`config.mk`:
```
export PLATFORM = sky130hd
export DESIGN_NAME = ro_reader
export DESIGN_NICKNAME = d
export VERILOG_FILES = /design/src/rtl/ro_pkg.sv /design/src/rtl/ro_fifo.sv /design/src/rtl/ro_reader.sv
export SDC_FILE = /design/constraint.sdc
export NUM_CORES = 1
export LEC_CHECK = 0
export CAP_MARGIN = 20
export CORE_AREA = 3 3 99 101
export DETAILED_ROUTE_END_ITERATION = 10
export DIE_AREA = 0 0 102 104
export HOLD_SLACK_MARGIN = 0.02
export PLACE_DENSITY = 0.54
export SLEW_MARGIN = 20
export SYNTH_ARGS = -nofsm -noshare
export SYNTH_HDL_FRONTEND = slang
export SYNTH_SLANG_ARGS = --single-unit
```
`constraint.sdc`:
```
create_clock -name clk -period 5.48 [get_ports clk]
set_clock_uncertainty 0.05 [all_clocks]
set_input_delay 1.096 -clock clk [delete_from_list [all_inputs] [get_ports clk]]
set_output_delay 1.096 -clock clk [all_outputs]
set_load 0.01 [all_outputs]
```
`src/rtl/ro_pkg.sv`:
```
// Shared constants and types for the ring-oscillator entropy path.
// The defaults are common to the sampler side and to ro_reader.
package ro_pkg;

    localparam int RO_BYTE_W             = 8;
    localparam int RO_FIFO_DEPTH_DEFAULT = 4;
    localparam int RO_REP_LIMIT_DEFAULT  = 32;

    // Von Neumann pair tracker: waiting for the first or the second bit of a pair
    typedef enum logic {
        PAIR_A = 1'b0,
        PAIR_B = 1'b1
    } vn_state_t;

endpackage

```
`src/rtl/ro_fifo.sv`:
```
// Small synchronous byte FIFO with a registered read port.
// Pointers carry one extra wrap bit so full and empty are distinguishable.
// Callers must gate wr_en/rd_en against full/empty themselves.
module ro_fifo
    import ro_pkg::*;
#(
    parameter int DEPTH = RO_FIFO_DEPTH_DEFAULT,
    parameter int W     = RO_BYTE_W,
    localparam int AW   = $clog2(DEPTH)
) (
    input  logic          clk,
    input  logic          rst_n,
    input  logic          wr_en,
    input  logic [W-1:0]  wr_data,
    input  logic          rd_en,
    output logic [W-1:0]  rd_data,
    output logic [AW:0]   level
);

    logic [W-1:0] mem_reg [DEPTH];
    logic [AW:0]  wr_ptr_reg;
    logic [AW:0]  rd_ptr_reg;
    logic [W-1:0] rd_data_reg;

    // Storage array, left unreset so it maps onto block RAM
    always_ff @(posedge clk) begin
        if (wr_en) begin
            mem_reg[wr_ptr_reg[AW-1:0]] <= wr_data;
        end
    end

    // Pointer update; a simultaneous read and write leaves the level unchanged
    always_ff @(posedge clk or negedge rst_n) begin
        if (!rst_n) begin
            wr_ptr_reg <= '0;
            rd_ptr_reg <= '0;
        end else begin
            if (wr_en) wr_ptr_reg <= wr_ptr_reg + 1'b1;
            if (rd_en) rd_ptr_reg <= rd_ptr_reg + 1'b1;
        end
    end

    // Registered read: the head is captured only on a pop, otherwise the output holds.
    // On a full FIFO with a same-cycle write, the old head is read before being overwritten.
    always_ff @(posedge clk or negedge rst_n) begin
        if (!rst_n) begin
            rd_data_reg <= '0;
        end else if (rd_en) begin
            rd_data_reg <= mem_reg[rd_ptr_reg[AW-1:0]];
        end
    end

    assign rd_data = rd_data_reg;
    assign level   = wr_ptr_reg - rd_ptr_reg;

endmodule

```
`src/rtl/ro_reader.sv`:
```
// Consumer of the raw ring-oscillator bit stream: repetition-count health
// test, optional von Neumann debiasing, byte packing and a byte FIFO that
// the host drains with a single-cycle pop handshake.
// Build option: define RO_READER_VN_DEBIAS_EN to insert the von Neumann debiaser.
module ro_reader
    import ro_pkg::*;
#(
    parameter int FIFO_DEPTH = RO_FIFO_DEPTH_DEFAULT,
    parameter int REP_LIMIT  = RO_REP_LIMIT_DEFAULT,
    localparam int LW        = $clog2(FIFO_DEPTH) + 1
) (
    input  logic                  clk,
    input  logic                  rst_n,
    input  logic                  enable,
    input  logic                  bit_in,
    input  logic                  bit_valid,
    input  logic                  rd_en,
    input  logic                  clr_flags,
    output logic [RO_BYTE_W-1:0]  data_out,
    output logic                  data_valid,
    output logic [LW-1:0]         level,
    output logic                  empty,
    output logic                  full,
    output logic                  rep_fail,
    output logic                  overflow
);

    localparam logic [7:0] REP_LIMIT_C = 8'(REP_LIMIT);

    logic                 accept;
    logic [7:0]           rep_cnt_reg;
    logic [7:0]           rep_cnt_next;
    logic                 prev_bit_reg;
    logic                 have_prev_reg;
    logic                 rep_hit;
    logic                 rep_fail_reg;
    logic                 overflow_reg;
    logic                 collect_ok;
    logic                 emit;
    logic                 emit_bit;
    logic [RO_BYTE_W-1:0] pack_reg;
    logic [2:0]           bit_cnt_reg;
    logic                 byte_done;
    logic [RO_BYTE_W-1:0] byte_word;
    logic                 pop;
    logic                 push;
    logic                 drop;
    logic                 data_valid_reg;

    assign accept = enable && bit_valid;

    // Run length of the current raw bit value, saturating at the limit
    always_comb begin
        rep_cnt_next = 8'd1;
        if (have_prev_reg && (bit_in == prev_bit_reg)) begin
            rep_cnt_next = (rep_cnt_reg < REP_LIMIT_C) ? rep_cnt_reg + 8'd1 : REP_LIMIT_C;
        end
    end

    assign rep_hit = accept && (rep_cnt_next == REP_LIMIT_C);

    // Health-test history; clearing forgets the previous bit so the next one restarts the run at 1
    always_ff @(posedge clk or negedge rst_n) begin
        if (!rst_n) begin
            rep_cnt_reg   <= 8'd0;
            prev_bit_reg  <= 1'b0;
            have_prev_reg <= 1'b0;
        end else if (clr_flags || !enable) begin
            rep_cnt_reg   <= 8'd0;
            prev_bit_reg  <= 1'b0;
            have_prev_reg <= 1'b0;
        end else if (accept) begin
            rep_cnt_reg   <= rep_cnt_next;
            prev_bit_reg  <= bit_in;
            have_prev_reg <= 1'b1;
        end
    end

    // Collection stops on the very bit that trips the health test
    assign collect_ok = enable && !rep_fail_reg && !rep_hit;

`ifdef RO_READER_VN_DEBIAS_EN
    vn_state_t state_reg;
    vn_state_t state_next;
    logic      first_reg;
    logic      first_next;

    // Debias state register
    always_ff @(posedge clk or negedge rst_n) begin
        if (!rst_n) begin
            state_reg <= PAIR_A;
            first_reg <= 1'b0;
        end else begin
            state_reg <= state_next;
            first_reg <= first_next;
        end
    end

    // Pair resolution: 10 emits 1, 01 emits 0, equal pairs emit nothing
    always_comb begin
        state_next = state_reg;
        first_next = first_reg;
        emit       = 1'b0;
        emit_bit   = first_reg;
        if (!collect_ok) begin
            state_next = PAIR_A;
            first_next = 1'b0;
        end else if (accept) begin
            case (state_reg)
                PAIR_A: begin
                    first_next = bit_in;
                    state_next = PAIR_B;
                end
                PAIR_B: begin
                    state_next = PAIR_A;
                    emit       = (first_reg != bit_in);
                end
                default: state_next = PAIR_A;
            endcase
        end
    end
`else
    assign emit     = accept && collect_ok;
    assign emit_bit = bit_in;
`endif

    // The 8th emitted bit completes a byte; the first bit ends up in the MSB
    assign byte_done = emit && (bit_cnt_reg == 3'd7);
    assign byte_word = {pack_reg[RO_BYTE_W-2:0], emit_bit};

    assign pop  = rd_en && !empty;
    assign push = byte_done && (!full || pop);
    assign drop = byte_done && !push;

    // Shift register and bit count; the count wraps to 0 after a completed (or dropped) byte
    always_ff @(posedge clk or negedge rst_n) begin
        if (!rst_n) begin
            pack_reg    <= '0;
            bit_cnt_reg <= 3'd0;
        end else if (!collect_ok) begin
            pack_reg    <= '0;
            bit_cnt_reg <= 3'd0;
        end else if (emit) begin
            pack_reg    <= byte_word;
            bit_cnt_reg <= bit_cnt_reg + 3'd1;
        end
    end

    // Sticky status flags; a clear wins over a same-cycle set
    always_ff @(posedge clk or negedge rst_n) begin
        if (!rst_n) begin
            rep_fail_reg <= 1'b0;
            overflow_reg <= 1'b0;
        end else if (clr_flags) begin
            rep_fail_reg <= 1'b0;
            overflow_reg <= 1'b0;
        end else begin
            if (rep_hit) rep_fail_reg <= 1'b1;
            if (drop)    overflow_reg <= 1'b1;
        end
    end

    // One-cycle strobe marking that data_out was refreshed by a pop
    always_ff @(posedge clk or negedge rst_n) begin
        if (!rst_n) begin
            data_valid_reg <= 1'b0;
        end else begin
            data_valid_reg <= pop;
        end
    end

    ro_fifo #(
        .DEPTH (FIFO_DEPTH),
        .W     (RO_BYTE_W)
    ) u_fifo (
        .clk     (clk),
        .rst_n   (rst_n),
        .wr_en   (push),
        .wr_data (byte_word),
        .rd_en   (pop),
        .rd_data (data_out),
        .level   (level)
    );

    assign empty      = (level == '0);
    assign full       = (level == LW'(FIFO_DEPTH));
    assign data_valid = data_valid_reg;
    assign rep_fail   = rep_fail_reg;
    assign overflow   = overflow_reg;

endmodule

```
==> impl_metrics.toml <==
[power]
p_leak_uw = 0.00140
powerDensity_nw_per_um2 = 397
ir_drop_mv = 0.163

[grt]
grt_overflow_total = 0
gr-usage-all-layers = 0.103
grt_pass1_vias = 1620
grt_max_degree = 38
grt_pass1_wl_um = 8270
antenna_found_initial = 0

[sta]
holdWs_ns = 0.432
rsz0062_at_grt = "no"
fin_crit_ns = 3.81
max_freq_mhz = 263
max_slew_margin = 0.437
period_share = 0.694
hold_viol_final = 0
drv_slew = 0
setup_viol = 0
tns_ns = 0
tightestPinTransition_ns = 0.845

[routing]
vias = 1597
dr.pass1.iters = 4
drc_errors = 0
wl_per_cell_um = 14.3
avgViaCountPerCell = 4.74
drt_iter0_markers = 55
drtAntennaViolNets = 0
wirelength_um = 4830

[run_status]
outcome = "finished clean"

[synth]
synth.distinct_cells = 39
syn_avg_cell_area_um2 = 15.1
seq_area_frac_synth = 0.643
async_flop_share = 0.536
syn_area_um2 = 2930
syn_inst = 194
netlist.area_leader.share = 0.328
synthTopCellsByArea = "edfxtp_1 (33%), dfrtp_1 (32%), mux4_2 (6.1%)"
ys.flop_type = "dfrtp_1"
synth_most_common_cell = "dfrtp_1"
synth_edf_count = 32
postSynthRegisterBits = 69
yosys_warnings = 0
syn_nets = 211
yosysTopAreaCell = "edfxtp_1"
synth_common_cells = "dfrtp_1 (37), edfxtp_1 (32), nand2_1 (16), ha_1 (9), o22ai_1 (9)"

[setup_path]
path_max_fanout = 11
ff2ff_setup_slack_ns = 2.73
worstPathRequired_ns = 4.33
timing.rr.start = "u_fifo.rd_ptr_reg[0]$_DFFE_PN0P_"
startpoint_type = "register"
cp-startpoint = "u_fifo.rd_ptr_reg[0]$_DFFE_PN0P_"
r2r-end = "u_fifo.mem_reg[0][1]$_DFFE_PP_"
endpoint_kind = "primary output"
critPathArrivalTime_ns = 2.66
crit_type = "register to primary output"
rr_worst_depth = 6

[min_path]
hold_start = "u_fifo.wr_ptr_reg[2]$_DFFE_PN0P_"
min_path_cells = 1
whs_endpoint = "u_fifo.wr_ptr_reg[2]$_DFFE_PN0P_"
hold_path.class = "register to register"

[floorplanning]
dieWidth_um = 102
start_util = 0.322
io_pins = 23
core_area_um2 = 9110
die-area_um2 = 10600
rows = 35
fp.dieH_um = 104

[placement]
gp_congestion = 0.695
placedCellCount = 321
hpwl_um = 3320
place.port_buffers = 22

[clocking]
cts_tree = "built"
clockBufferDepth = 2
path_clk_slew_ns = 0.07
cts.repair.resized = 0
hold_buffers = 0
clkSinkCount = 69
postCtsSetupRepairBufs = 0
h-tree-depth = 3
cts_buffers = 9
root_buffer = "clkbuf_8"
clock_latency_ns = 0.34

[flow_run]
drv_cap = 0

[cells_and_area]
drive_gt1_frac = 0.168
diodes = 0
layout.nets = 238
num-fill-cells = 883
largest_reg_flops = 32
fin_cells = 337
area_growth_pct = 17.2
-- metrics by stage --
step,cell area [um2],power [uW],worst slack (ns),util
finish,3440,1360,1.67,0.377
global route,3440,1450,1.47,0.377
CTS,3440,1390,1.60,0.377
detailed placement,3250,989,1.99,0.357
global placement,3250,985,2.00,0.357
floorplan,2930,858,2.87,-
-- logic make-up after synthesis --
group | after synthesis | share of synthesized area
simple gates | 51 | 0.0943
xor+xnor | 8 | 0.0290
compound gates | 24 | 0.0542
fa+ha+maj | 10 | 0.0452
mux | 19 | 0.112
flops | 69 | 0.643
buf+inv | 13 | 0.0222
-- worst max path at each step --
stage	endpoint	slack, ns	cells past startpoint
after floorplan	empty	2.87	5
after global placement	empty	2.00	5
after detailed placement	empty	1.99	5
after CTS	empty	1.60	5
after global routing	empty	1.47	5
final	empty	1.67	5
-- cell type report --
cell class / instances / area [um2] / share of cell area
Tap cell: 111 / 139 / 0.0404
Multi-Input combinational cell: 112 / 981 / 0.285
Clock inverter: 7 / 65.1 / 0.0189
Clock buffer: 9 / 124 / 0.0360
Sequential cell: 69 / 1890 / 0.549
Timing Repair Buffer: 22 / 215 / 0.0626
Inverter: 7 / 26.3 / 0.00764
-- layout by cell type, fill, tap and decap left out, drive strengths merged, types with 3 or more instances in the layout --
cell / count
o21ai: 3
nor2: 8
nor3: 3
clkbuf: 9
mux4: 8
clkdlybuf4s50: 21
nand2b: 4
o22ai: 9
a22o: 3
and2: 7
clkinv: 3
a21oi: 4
inv: 8
edfxtp: 32
nand3: 4
ha: 9
dfrtp: 37
mux2: 9
xnor2: 5
nand2: 17
-- layer usage --
| layer | track usage | up-vias | share of wire |
|---|---|---|---|
| met4 | 0.0366 | 0 | 0.0083 |
| met3 | 0.0436 | 5 | 0.049 |
| li1 | - | 767 | - |
| met1 | 0.140 | 791 | 0.48 |
| met2 | 0.145 | 34 | 0.46 |
| met5 | 0 | - | 0 |
-- power breakdown --
part           switching [uW]  internal [uW]
Combinational             112            212
Sequential               58.1            585
Clock                     190            207
Total                     360           1000
-- critical path, stage by stage (launching register included) --
cell,delay (ns)
dfrtp_1,0.60
ha_1,0.32
fa_1,0.37
xnor3_2,0.28
and3_4,0.21
clkdlybuf4s50_1,0.53
Note: power is estimated with default switching activity, not from simulation.
